## src/rtl/coreriscv_axi4_tl_pkg.sv

```systemverilog
// Purpose: shared field widths, bundle widths and pack offsets for the uncached TileLink queue.
// Latency: n/a (types and constants only).
// Backpressure: n/a.
package coreriscv_axi4_tl_pkg;

  // Field widths
  localparam int ADDR_BLOCK_W = 26;
  localparam int ADDR_BEAT_W  = 3;
  localparam int A_TYPE_W     = 3;
  localparam int UNION_W      = 12;
  localparam int G_TYPE_W     = 4;
  localparam int MGR_XID_W    = 2;
  localparam int CLI_XID_W    = 1;
  localparam int DATA_W       = 64;

  // Acquire field LSB offsets (packed MSB->LSB in struct order)
  localparam int ACQ_DATA_LSB    = 0;
  localparam int ACQ_UNION_LSB   = ACQ_DATA_LSB + DATA_W;          // 64
  localparam int ACQ_ATYPE_LSB   = ACQ_UNION_LSB + UNION_W;        // 76
  localparam int ACQ_BUILTIN_LSB = ACQ_ATYPE_LSB + A_TYPE_W;       // 79
  localparam int ACQ_BEAT_LSB    = ACQ_BUILTIN_LSB + 1;            // 80
  localparam int ACQ_XID_LSB     = ACQ_BEAT_LSB + ADDR_BEAT_W;     // 83
  localparam int ACQ_BLOCK_LSB   = ACQ_XID_LSB + CLI_XID_W;        // 84
  localparam int ACQ_W           = ACQ_BLOCK_LSB + ADDR_BLOCK_W;   // 110

  // Grant field LSB offsets
  localparam int GNT_DATA_LSB    = 0;
  localparam int GNT_GTYPE_LSB   = GNT_DATA_LSB + DATA_W;          // 64
  localparam int GNT_BUILTIN_LSB = GNT_GTYPE_LSB + G_TYPE_W;       // 68
  localparam int GNT_MXID_LSB    = GNT_BUILTIN_LSB + 1;            // 69
  localparam int GNT_XID_LSB     = GNT_MXID_LSB + MGR_XID_W;       // 71
  localparam int GNT_BEAT_LSB    = GNT_XID_LSB + CLI_XID_W;        // 72
  localparam int GNT_W           = GNT_BEAT_LSB + ADDR_BEAT_W;     // 75

  typedef struct packed {
    logic [ADDR_BLOCK_W-1:0] addr_block;
    logic [CLI_XID_W-1:0]    client_xact_id;
    logic [ADDR_BEAT_W-1:0]  addr_beat;
    logic                    is_builtin_type;
    logic [A_TYPE_W-1:0]     a_type;
    logic [UNION_W-1:0]      union_bits;
    logic [DATA_W-1:0]       data;
  } acq_t;

  typedef struct packed {
    logic [ADDR_BEAT_W-1:0]  addr_beat;
    logic [CLI_XID_W-1:0]    client_xact_id;
    logic [MGR_XID_W-1:0]    manager_xact_id;
    logic                    is_builtin_type;
    logic [G_TYPE_W-1:0]     g_type;
    logic [DATA_W-1:0]       data;
  } gnt_t;

endpackage

```

## src/rtl/coreriscv_axi4_tl_fifo.sv

```systemverilog
// Purpose: generic registered FIFO; all outputs come from registers, no bypass.
// Latency: 1 cycle from accepted enqueue to out_vld_o on an empty queue.
// Backpressure: in_rdy_o low when full (even if a dequeue happens that cycle); sender holds.
// Ports: clk_i, rst_ni (async active-low), in_vld_i/in_rdy_o/in_dat_i, out_vld_o/out_rdy_i/out_dat_o.
module coreriscv_axi4_tl_fifo #(
  parameter int WIDTH = 8,
  parameter int DEPTH = 2
) (
  input  logic             clk_i,
  input  logic             rst_ni,
  input  logic             in_vld_i,
  output logic             in_rdy_o,
  input  logic [WIDTH-1:0] in_dat_i,
  output logic             out_vld_o,
  input  logic             out_rdy_i,
  output logic [WIDTH-1:0] out_dat_o
);

  // A single-entry FIFO still needs a 1-bit pointer so the array index is legal.
  localparam int PTR_W = (DEPTH > 1) ? $clog2(DEPTH) : 1;
  localparam int CNT_W = $clog2(DEPTH + 1);
  localparam logic [PTR_W-1:0] PTR_LAST = PTR_W'(DEPTH - 1);
  localparam logic [CNT_W-1:0] CNT_FULL = CNT_W'(DEPTH);

  logic [WIDTH-1:0] mem_q [DEPTH];
  logic [PTR_W-1:0] head_q, head_d;
  logic [PTR_W-1:0] tail_q, tail_d;
  logic [CNT_W-1:0] count_q, count_d;
  logic             enq, deq;

  // Ready/valid derive from count only so no same-cycle input reaches an output.
  assign in_rdy_o  = (count_q != CNT_FULL);
  assign out_vld_o = (count_q != '0);
  assign out_dat_o = mem_q[head_q];

  assign enq = in_vld_i & in_rdy_o;
  assign deq = out_vld_o & out_rdy_i;

  always_comb begin
    head_d  = head_q;
    tail_d  = tail_q;
    count_d = count_q;
    // Explicit wrap compare keeps non-power-of-two depths correct.
    if (enq) begin
      tail_d = (tail_q == PTR_LAST) ? '0 : tail_q + PTR_W'(1);
    end
    if (deq) begin
      head_d = (head_q == PTR_LAST) ? '0 : head_q + PTR_W'(1);
    end
    case ({enq, deq})
      2'b10:   count_d = count_q + CNT_W'(1);
      2'b01:   count_d = count_q - CNT_W'(1);
      default: count_d = count_q;
    endcase
  end

  always_ff @(posedge clk_i or negedge rst_ni) begin
    if (!rst_ni) begin
      head_q  <= '0;
      tail_q  <= '0;
      count_q <= '0;
    end else begin
      head_q  <= head_d;
      tail_q  <= tail_d;
      count_q <= count_d;
    end
  end

  // Storage is cleared on reset so the head output reads 0 out of reset.
  always_ff @(posedge clk_i or negedge rst_ni) begin
    if (!rst_ni) begin
      for (int i = 0; i < DEPTH; i++) begin
        mem_q[i] <= '0;
      end
    end else if (enq) begin
      mem_q[tail_q] <= in_dat_i;
    end
  end

endmodule

```

## src/rtl/coreriscv_axi4_tile_link_io_queue.sv

```systemverilog
// Purpose: registered acquire (in->out) and grant (out->in) buffers between TL arbiter and AXI4 converter.
// Latency: 1 cycle enqueue-to-valid per direction; 1 entry/cycle for depth >= 2.
// Backpressure: each *_ready is "FIFO not full" from registers only; senders hold valid.
// Ports: clk, reset (async active-low), io_in_acquire_* (core side in), io_out_acquire_* (bus side out),
//        io_out_grant_* (bus side in), io_in_grant_* (core side out).
module coreriscv_axi4_tile_link_io_queue
  import coreriscv_axi4_tl_pkg::*;
#(
  parameter int ACQ_DEPTH = 2,
  parameter int GNT_DEPTH = 2
) (
  input  logic             clk,
  input  logic             reset,
  input  logic             io_in_acquire_valid,
  output logic             io_in_acquire_ready,
  input  logic [ACQ_W-1:0] io_in_acquire_bits,
  output logic             io_out_acquire_valid,
  input  logic             io_out_acquire_ready,
  output logic [ACQ_W-1:0] io_out_acquire_bits,
  input  logic             io_out_grant_valid,
  output logic             io_out_grant_ready,
  input  logic [GNT_W-1:0] io_out_grant_bits,
  output logic             io_in_grant_valid,
  input  logic             io_in_grant_ready,
  output logic [GNT_W-1:0] io_in_grant_bits
);

  coreriscv_axi4_tl_fifo #(
    .WIDTH (ACQ_W),
    .DEPTH (ACQ_DEPTH)
  ) u_acq_fifo (
    .clk_i     (clk),
    .rst_ni    (reset),
    .in_vld_i  (io_in_acquire_valid),
    .in_rdy_o  (io_in_acquire_ready),
    .in_dat_i  (io_in_acquire_bits),
    .out_vld_o (io_out_acquire_valid),
    .out_rdy_i (io_out_acquire_ready),
    .out_dat_o (io_out_acquire_bits)
  );

  coreriscv_axi4_tl_fifo #(
    .WIDTH (GNT_W),
    .DEPTH (GNT_DEPTH)
  ) u_gnt_fifo (
    .clk_i     (clk),
    .rst_ni    (reset),
    .in_vld_i  (io_out_grant_valid),
    .in_rdy_o  (io_out_grant_ready),
    .in_dat_i  (io_out_grant_bits),
    .out_vld_o (io_in_grant_valid),
    .out_rdy_i (io_in_grant_ready),
    .out_dat_o (io_in_grant_bits)
  );

endmodule

```

## config.mk

```make
export PLATFORM = sky130hd
export DESIGN_NAME = coreriscv_axi4_tile_link_io_queue
export DESIGN_NICKNAME = d
export VERILOG_FILES = /design/src/rtl/coreriscv_axi4_tl_pkg.sv /design/src/rtl/coreriscv_axi4_tl_fifo.sv /design/src/rtl/coreriscv_axi4_tile_link_io_queue.sv
export SDC_FILE = /design/constraint.sdc
export NUM_CORES = 1
export LEC_CHECK = 0
export ABC_CLOCK_PERIOD_IN_PS = 2870
export CAP_MARGIN = 20
export CORE_MARGIN = 2
export CORE_UTILIZATION = 33
export CTS_CLUSTER_SIZE = 12
export DETAILED_ROUTE_END_ITERATION = 8
export GPL_TIMING_DRIVEN = 0
export SYNTH_ARGS = -nofsm -noshare
export SYNTH_HDL_FRONTEND = slang
export SYNTH_HIERARCHICAL = 1
export SYNTH_SLANG_ARGS = --single-unit
```

## constraint.sdc

```tcl
create_clock -name clk -period 2.87 [get_ports clk]
set_input_delay 0.861 -clock clk [delete_from_list [all_inputs] [get_ports clk]]
set_output_delay 0.861 -clock clk [all_outputs]
set_load 0.01 [all_outputs]
```

==> impl_results.md <==
- Internal power: 22.32 mW
- Dpl cells: 2097
- Cell Rows: 85
- Die Y-Extent: 236.8 um
- Insertion delay to the later sink of the worst-skew pair: 0.57 ns
- Starting DRT DRC Count: 310
- Failing checks: negative setup slack
- Non-Filler Instances: 2218
- Max clock buf depth: 3
- Filler cell count: 4708
- Slew headroom: 0.5728
- Setup TNS: -1.405 ns
- Final hold vios: 0
- Total GRT Usage: 0.1635
- # hold bufs at CTS: 0
- First-pass GRT wire length: 70970 um
- Drt wl/cell: 20.70 um
- Share of cells above drive strength 1: 0.5445
- First drt pass iteration count: 4
- Syn Std Cell Area: 0.01788 sq mm
- Layout area overhead: 39.40%
- DP HPWL: 30760 um
- Register area: 0.009462 sq mm
- GR Overflow Total: 0
- Final setup vio count: 22
- CP Launch Type: register
- Min-delay worst type: input port to asynchronous set/reset pin
- Port bufs: 379
- FF-to-FF Start: u_acq_fifo/count_q[0]$_DFFE_PN0P_
- P per Cell Area: 1293 mW/mm^2
- Vias in the first global route: 11493
- DRC viols: 0
- #FFs+latches synth: 378
- Io pins: 380
- Width of the die: 236.8 um
- Path depth of the worst reg2reg path: 5
- Tcrit/Tclk final: 1.030
- Critical path type: register to output port
- Crit path DAT: 2.09 ns
- TritonCTS Sinks: 378
- Reg-to-reg endpoint: u_acq_fifo/mem_q[143]$_DFFE_PN0P_
- Cell variety after synth: 18
- Cells after synthesis: 1019
- CTS H-tree lvls: 2
- Clock power share: 0.172
- Syn. warnings: 6
- Max FO, Critical Path: 5
- CTS Buf Count: 43
- Starting Density: 0.3329
- IR drop worst, VDD: 572.8 uV
- DRT Wirelength: 45910 um
- Status: finished with violations
- Sw Ratio: 0.3072
- Sw Pwr: 9.898 mW
- Total power draw: 32.22 mW
- Critical Path RT: 2.01 ns
- Multi-input gate area: 0.007667 sq mm
- Initial antenna violation count: 11
- Die area: 0.05606 sq mm
- Comb power frac: 0.530
- Least-Margin Pin Slew: 0.6408 ns
- Root Driver: clkbuf_16
- Sequential fraction of the synthesis area: 0.5290
- Core area: 0.05371 sq mm
- Clock skew: 0.02261 ns
- CTS tree: built
- Flop2flop setup slack: 1.22 ns
- Most frequent cells in the layout: dfrtp_1 (376), mux2_4 (317), mux2_2 (238)
- Mean post-synth cell area: 17.55 sq um
- RePlAce Congestion: 0.7255
- Crit path to: io_out_acquire_bits[44]
- Most common cell after layout, fill and taps aside: dfrtp_1
- Fin nets: 1681
- Seq pwr share: 0.298
- Reg clk slew, reported paths: 0.06 ns
- Antenna viol nets, final: 0
- Routed vias: 10168
- CP endpoint kind: output port
- Pin count of the biggest net entering global routing: 122
- Post-route setup slack: -0.08557 ns
- RSZ-0062 raised after global routing: yes
- Leak pwr: 11.54 nW
- Max Cap Viol: 0
- Critical Path Source: u_acq_fifo/head_q$_DFFE_PN0P_
- Syn_nets: 1212
- Final Slew Violations: 0
- Fmax: 338.3 MHz
- Vias per cell: 4.584
- Period minus WS final: 2.956 ns
-- kinds of logic after synthesis --
group / share of synthesized area
mux: 0.4125
flops: 0.5290
buf+inv: 0.04576
simple gates: 0.006438
xor+xnor: 0.004898
fa+ha+maj: 0.001399
-- cells in the mapped netlist (all sizes together) --
| library cell | number | area share |
|---|---|---|
| nand2 | 2 | 0.00042 |
| xnor2 | 6 | 0.0029 |
| buf | 57 | 0.045 |
| xor2 | 4 | 0.0020 |
| ha | 2 | 0.0014 |
| mux2 | 555 | 0.41 |
| and2 | 2 | 0.00070 |
| or2 | 2 | 0.00070 |
| and3 | 2 | 0.0013 |
| clkbuf | 3 | 0.00063 |
| and3b | 2 | 0.0014 |
| dfrtp | 378 | 0.53 |
| nand2b | 2 | 0.0015 |
| nor2 | 2 | 0.00042 |
-- per-layer routing --
metal | track usage | routed length, um | vias up | part of all wire
li1 | - | - | 4592 | -
met4 | 0.04315 | 878 | 14 | 0.019
met1 | 0.2017 | 19360 | 5194 | 0.42
met3 | 0.07578 | 4748 | 73 | 0.10
met2 | 0.2578 | 20840 | 295 | 0.45
met5 | 0 | 78 | - | 0.0017
-- critical path: stages (launching register included) --
cell and delay, ns:
dfrtp_2 0.42, buf_12 0.13, clkbuf_16 0.16, buf_8 0.13, buf_16 0.13, buf_6 0.11
mux2_4 0.30, buf_6 0.13
-- power groups by stage --
stage | logic, mW | registers [mW] | clock network (mW)
floorplan | 10.2 | 9.12 | 0
global placement | 16.3 | 9.49 | 0
detailed placement | 16.4 | 9.54 | 0
CTS | 16.7 | 9.58 | 5.75
global route | 18.1 | 9.92 | 5.95
finish | 17.1 | 9.59 | 5.55
-- sequential cells by signal, indices dropped and copies added (netlist names) --
signal	count
u_gnt_fifo/tail_q	1
u_gnt_fifo/count_q	2
u_gnt_fifo/mem_q	150
u_gnt_fifo/head_q	1
u_acq_fifo/count_q	2
u_acq_fifo/head_q	1
u_acq_fifo/mem_q	220
u_acq_fifo/tail_q	1
-- stage by stage --
step	area, sq um	worst slack, ns	utilization	hold WS, ns
after floorplan	17880	0.8224	-	0.4612
after global placement	22550	-15.92	0.4198	0.4787
after detailed placement	22630	-0.4680	0.4214	0.4871
after CTS	24400	-0.1797	0.4543	0.1524
after global routing	24910	-0.1372	0.4639	0.1749
final	24930	-0.08557	0.4641	0.1804
-- cell type report --
type | instances | share of cell area
sequential | 378 | 0.3796
clock inverter | 8 | 0.003614
buffer | 58 | 0.04086
clock buffer | 66 | 0.05316
antenna | 5 | 0.0005020
tap | 696 | 0.03494
multi-input combinational | 581 | 0.3076
timing repair buffer | 426 | 0.1797
-- what timing repair did --
item                                    in CTS  in global routing
gates resized for setup                    514                131
setup buffers                               24                 10
cloned                                       9                  1
endpoints found under the setup margin     185                105
-- worst min-delay path by stage --
stage,startpoint,to,cells past startpoint
after floorplan,u_gnt_fifo/tail_q$_DFFE_PN0N_,u_gnt_fifo/tail_q$_DFFE_PN0N_,1
after global routing,reset,u_gnt_fifo/mem_q[64]$_DFFE_PN0P_,1
after CTS,reset,u_gnt_fifo/mem_q[143]$_DFFE_PN0P_,1
after detailed placement,u_acq_fifo/mem_q[90]$_DFFE_PN0P_,u_acq_fifo/mem_q[90]$_DFFE_PN0P_,1
final,reset,u_gnt_fifo/mem_q[64]$_DFFE_PN0P_,1
after global placement,u_acq_fifo/tail_q$_DFFE_PN0P_,u_acq_fifo/tail_q$_DFFE_PN0P_,1
Power figures use the tool's default switching activity.
